**src/rtl/seq_pkg.sv**
```systemverilog
`default_nettype none
// +----------------------------------------------------------------------+
// | seq_pkg                                                              |
// | Shared types and constants for the 3BC run-control sequencer.        |
// | Rev 1.0 - initial release                                            |
// +----------------------------------------------------------------------+
package seq_pkg;

  typedef enum logic [1:0] {
    IDLE = 2'd0,
    INIT = 2'd1,
    RUN  = 2'd2,
    DONE = 2'd3
  } seq_state_t;

  localparam int CYC_W_DEF = 16;
  localparam int PC_W_DEF  = 10;

  // Entry points of the four resident programs, indexed by PgmSel.
  localparam logic [PC_W_DEF-1:0] START_PC [4] = '{10'h000, 10'h040, 10'h100, 10'h200};

endpackage
`default_nettype wire

```
**src/rtl/run_sequencer_sat_counter.sv**
```systemverilog
`default_nettype none
// +----------------------------------------------------------------------+
// | sat_counter                                                          |
// | Up-counter with synchronous clear that sticks at all-ones.           |
// | Rev 1.0 - initial release                                            |
// +----------------------------------------------------------------------+
module sat_counter #(
  parameter int W = 16
) (
  input  logic         Clk,
  input  logic         Reset,
  input  logic         Clr,
  input  logic         Inc,
  output logic [W-1:0] Q
);

  always_ff @(posedge Clk) begin
    if (Reset || Clr) begin
      Q <= '0;
    end else if (Inc && (Q != {W{1'b1}})) begin
      Q <= Q + W'(1);
    end
  end

endmodule
`default_nettype wire

```
**src/rtl/run_sequencer.sv**
```systemverilog
`default_nettype none
// +----------------------------------------------------------------------+
// | run_sequencer                                                        |
// | Turns a Start rising edge into a reset/run/done cycle for the core.  |
// | Optional macro WATCHDOG_EN adds a RUN-cycle timeout (WDOG_LIMIT).    |
// | Rev 1.0 - initial release                                            |
// +----------------------------------------------------------------------+
module run_sequencer
  import seq_pkg::*;
#(
  parameter int CYC_W    = CYC_W_DEF,
  parameter int PC_W     = PC_W_DEF,
  parameter int INIT_CYC = 2
`ifdef WATCHDOG_EN
  ,
  parameter int WDOG_LIMIT = 'h4000
`endif
) (
  input  logic             Clk,
  input  logic             Reset,
  input  logic             Start,
  input  logic [1:0]       PgmSel,
  input  logic             CoreAck,
  output logic             CoreReset,
  output logic             PcEn,
  output logic [PC_W-1:0]  StartPc,
  output logic             Busy,
  output logic             Done,
  output logic [CYC_W-1:0] CycleCt,
  output logic             TimedOut
);

  localparam int INIT_W = (INIT_CYC > 1) ? $clog2(INIT_CYC) : 1;

  seq_state_t        state;
  seq_state_t        state_nxt;
  logic              start_q;
  logic              start_edge;
  logic              launch;
  logic              init_last;
  logic [INIT_W-1:0] init_cnt;
  logic [PC_W-1:0]   start_pc;

  assign start_edge = Start & ~start_q;
  assign init_last  = (init_cnt == INIT_W'(INIT_CYC - 1));

`ifdef WATCHDOG_EN
  logic wdog_hit;
  logic timed_out;

  // Compare in 32 bits so a limit beyond the counter range simply never fires.
  assign wdog_hit = (32'(CycleCt) == 32'(WDOG_LIMIT - 1));

  always_ff @(posedge Clk) begin
    if (Reset || launch) begin
      timed_out <= 1'b0;
    end else if ((state == RUN) && !CoreAck && wdog_hit) begin
      timed_out <= 1'b1;
    end
  end

  assign TimedOut = timed_out;
`else
  assign TimedOut = 1'b0;
`endif

  always_ff @(posedge Clk) begin
    if (Reset) begin
      state <= IDLE;
    end else begin
      state <= state_nxt;
    end
  end

  always_comb begin
    state_nxt = state;
    launch    = 1'b0;
    case (state)
      IDLE, DONE: begin
        if (start_edge) begin
          state_nxt = INIT;
          launch    = 1'b1;
        end
      end
      INIT: begin
        if (init_last) begin
          state_nxt = RUN;
        end
      end
      RUN: begin
        if (CoreAck) begin
          state_nxt = DONE;
        end
`ifdef WATCHDOG_EN
        else if (wdog_hit) begin
          state_nxt = DONE;
        end
`endif
      end
      default: state_nxt = IDLE;
    endcase
  end

  always_ff @(posedge Clk) begin
    if (Reset) begin
      start_q  <= 1'b0;
      init_cnt <= '0;
      start_pc <= '0;
    end else begin
      start_q <= Start;
      if (launch) begin
        init_cnt <= '0;
        start_pc <= PC_W'(START_PC[PgmSel]);
      end else if (state == INIT) begin
        init_cnt <= init_cnt + INIT_W'(1);
      end
    end
  end

  sat_counter #(
    .W(CYC_W)
  ) u_cycle_ct (
    .Clk  (Clk),
    .Reset(Reset),
    .Clr  (launch),
    .Inc  (state == RUN),
    .Q    (CycleCt)
  );

  assign CoreReset = (state == INIT);
  assign PcEn      = (state == RUN);
  assign Busy      = (state == INIT) || (state == RUN);
  assign Done      = (state == DONE);
  assign StartPc   = start_pc;

endmodule
`default_nettype wire

```
**config.mk**
```make
export PLATFORM = sky130hd
export DESIGN_NAME = run_sequencer
export DESIGN_NICKNAME = d
export VERILOG_FILES = /design/src/rtl/seq_pkg.sv /design/src/rtl/run_sequencer_sat_counter.sv /design/src/rtl/run_sequencer.sv
export SDC_FILE = /design/constraint.sdc
export NUM_CORES = 1
export LEC_CHECK = 0
export CELL_PAD_IN_SITES_DETAIL_PLACEMENT = 0
export CELL_PAD_IN_SITES_GLOBAL_PLACEMENT = 1
export CORE_MARGIN = 3
export CORE_UTILIZATION = 30
export CTS_CLUSTER_SIZE = 40
export DETAILED_ROUTE_END_ITERATION = 8
export GPL_ROUTABILITY_DRIVEN = 0
export PLACE_DENSITY = 0.76
export SYNTH_ARGS = -nofsm -noshare
export SYNTH_HDL_FRONTEND = slang
export SYNTH_SLANG_ARGS = --single-unit
```
**constraint.sdc**
```tcl
create_clock -name Clk -period 1.8 [get_ports Clk]
set_input_delay 0.27 -clock Clk [delete_from_list [all_inputs] [get_ports Clk]]
set_output_delay 0.27 -clock Clk [all_outputs]
set_load 0.1 [all_outputs]
```
==> impl_metrics.csv <==
group,metric,value,unit
pwr,power_density,1040,nW/um^2
pwr,power_frac_seq,0.287,
worst_setup_path,rr_endpoint,"u_cycle_ct.Q[15]",
finish,fin_util,0.468,
clocking,clock_latency,260,ps
timing,setup_viol,0,
routing,met1_length,1.40,mm
synthesis,yosysWarnings,0,
timing,rsz0062_at_grt,"no",
run,cap_violations,0,
worst_setup_path,crit_buf_inv,1,
finish,diodes,0,
die,fp.dieArea,5050,sq um
finish,drive_gt1_frac,0.358,
worst_setup_path,path_cells,"inv_2 -> ha_4 -> and3b_1 -> or2_2 -> or4_1 -> nand2_1",
die,core_area,4030,sq um
timing,report.final.slew_viol_count,0,
routing,dr.pass1.iters,4,
routing,route.met2.wl,1.59,mm
worst_setup_path,r2r_start,"state[0]",
worst_setup_path,startpoint,"state[0]",
global_routing,grt.overflow.total,0,
timing,finalCriticalPeriod,1720,ps
timing,timing.fmax,583,MHz
routing,top_layer_used,"met4",
global_routing,grt_pass1_vias,1134,
worst_setup_path,r2r_setup_slack,80,ps
worst_setup_path,reg2regPathDepth,6,
pwr,vdd_drop_max,0.00155,V
clocking,cts_tree,"built",
place,dpl.hpwl,2.48,mm
synthesis,synth_cell_types,40,
routing,dr.first_iter.drc_count,67,
synthesis,async_reset_ff_frac,0,
timing,post-route-period-util,0.953,
routing,ant_nets,0,
finish,multiInputGateArea,736,sq um
synthesis,syn_inst,151,
hold_path,hp-class,"flip-flop to flip-flop",
routing,vias,1254,
clocking,cts_root_buffer,"clkbuf_8",
synthesis,syn_area,1270,sq um
clocking,cts_sinks,23,
worst_setup_path,endpoint,"u_cycle_ct.Q[15]",
worst_setup_path,slowest_stage,"or4_1",
die,start_util,0.315,
die,die_h,71.0,um
worst_setup_path,critPathArrivalTime,1920,ps
pwr,clkPwrFrac,0.162,
routing,routed_wl,3.20,mm
finish,area_growth_syn_to_layout,48.7,%
finish,final_nets,198,
worst_setup_path,endpoint_kind,"flip-flop",
global_routing,grt_max_degree,15,
worst_setup_path,cp_max_fo,2,
clocking,htree_levels,1,
run_status,status,"finished clean",
global_routing,grt_pass1_wl,5.10,mm
global_routing,antenna_found_initial,0,
pwr,p_leak,0.679,nW
synthesis,synth-edff-count,0,
clocking,numCtsBuffers,3,
clocking,path_clk_slew,80,ps
synthesis,syn_area_per_cell,8.40,sq um
timing,finalHoldViolCount,0,
worst_setup_path,critical_path_required,2000,ps
worst_setup_path,critPathMaxStageDelay,490,ps
global_routing,grt_usage,0.125,
timing,setup_tns,0,ps
timing,skew,1.39,ps
worst_setup_path,cp_top_family,"simple AND/OR/NAND/NOR gates",
routing,viasPerCell,5.29,
place,io_buffers,28,
routing,route.detailed.drc,0,
pwr,switching_share,0.464,
pwr,intPower,0.00105,W
routing,wl_per_cell,13.5,um
synthesis,ys_seq_elements,23,
pwr,power_switching,0.000913,W
die,io_pins,37,
clocking,clockBufferDepth,2,
synthesis,synth_ff_type,"dfxtp_1",
worst_setup_path,crit_path_start_kind,"flip-flop",
clocking,cts_hold_buffers,0,
worst_setup_path,cp.depth,6,
synthesis,seq_area_frac_synth,0.363,
routing,wl_met3,195,um
finish,fill_cells,401,
finish,seq_area,522,sq um
die,fp.dieW,71.0,um
pwr,p_comb_frac,0.551,
die,rows,23,
worst_setup_path,critical_path_class,"flip-flop to flip-flop",
[Yosys cell counts (all sizes together) (3+ instances only)]
| cell type | instances | share of area |
|---|---|---|
| nand4 | 10 | 0.049 |
| nor4 | 3 | 0.027 |
| nand3b | 3 | 0.018 |
| a21oi | 14 | 0.055 |
| nand3 | 5 | 0.020 |
| dfxtp | 23 | 0.36 |
| o21ai | 9 | 0.036 |
| clkbuf | 4 | 0.013 |
| or4 | 3 | 0.018 |
| ha | 4 | 0.039 |
| nor2 | 5 | 0.015 |
| inv | 4 | 0.012 |
| nand2 | 12 | 0.036 |
| or3 | 10 | 0.051 |
| buf | 11 | 0.066 |
| and3 | 3 | 0.016 |
| and4 | 3 | 0.021 |
[final cells by class]
type                       instances  share of cell area
clock buffer                       4              0.0239
inverter                           4              0.0113
multi-input combinational        116               0.390
sequential                        23               0.277
tap                               50              0.0332
timing repair buffer              40               0.265
[metal layers]
metal	global-route usage	up-vias
li1	-	622
met1	0.152	596
met2	0.215	34
met3	0.0440	2
met4	0.0188	0
met5	0	-
[cells by family after synthesis]
kind of cell,count (synthesis),share of synthesized area
AOI/OAI and AO/OA,36,0.176
DFF,23,0.363
and+or+nand+nor,66,0.314
other,1,0.00296
buffers and inverters,19,0.0907
adders and majority gates,4,0.0394
muxes,1,0.00789
xor gates and xnor gates,1,0.00690
[sequential cells by signal, summed over array words and instances, names as in the netlist]
| name | count |
|---|---|
| StartPc | 3 |
| start_q | 1 |
| init_cnt | 1 |
| u_cycle_ct.Q | 16 |
| state | 2 |
[how the worst min path moves through the flow]
stage | endpoint | cells after the start | startpoint
6_report | StartPc[8] | 2 | StartPc[8]
5_1_grt | StartPc[9] | 2 | StartPc[9]
4_1_cts | StartPc[8] | 2 | StartPc[8]
3_5_place_dp | StartPc[9] | 2 | StartPc[9]
3_3_place_gp | StartPc[9] | 2 | StartPc[9]
2_1_floorplan | start_q | 1 | Start
[power groups by stage]
stage | Combinational (W) | Clock (W) | Sequential [W]
3_3_place_gp | 0.00107 | 0 | 0.000574
4_1_cts | 0.00109 | 0.000341 | 0.000565
6_report | 0.00108 | 0.000318 | 0.000565
5_1_grt | 0.00115 | 0.000364 | 0.000570
2_1_floorplan | 0.000698 | 0 | 0.000659
3_5_place_dp | 0.00109 | 0 | 0.000578
[what timing repair did]
action | CTS | global route
hold endpoints to repair | 0 | 0
setup endpoints to repair | 0 | 6
buffers inserted | 0 | 2
gates resized for setup | 0 | 1
[per-stage QoR]
stage	cell area (sq um)	cells	hold WS (ps)	worst slack, ps	power, W
after floorplan	1380	158	398	-137	0.00136
after global placement	1820	231	441	15.8	0.00165
after detailed placement	1820	231	451	-6.86	0.00167
after CTS	1870	235	465	78.7	0.00200
after global routing	1890	237	489	1.05	0.00208
final	1890	237	460	83.8	0.00197
[cells in the final DEF, fill, tap and decap left out, drive strengths merged, types with 4 or more instances in the layout]
master,count
nand4,10
or3,10
a21oi,14
nor2,5
buf,35
nand3,5
conb,8
o21ai,9
dfxtp,23
ha,4
nand2,12
clkdlybuf4s50,5
clkbuf,4
[worst reg2reg max path, cell delays in order (launching register included)]
cell and delay [ps]:
dfxtp_1 360, inv_2 60, ha_4 230, and3b_1 160, or2_2 280, or4_1 500, nand2_1 70
No activity file was read; power rests on OpenSTA's default activity.
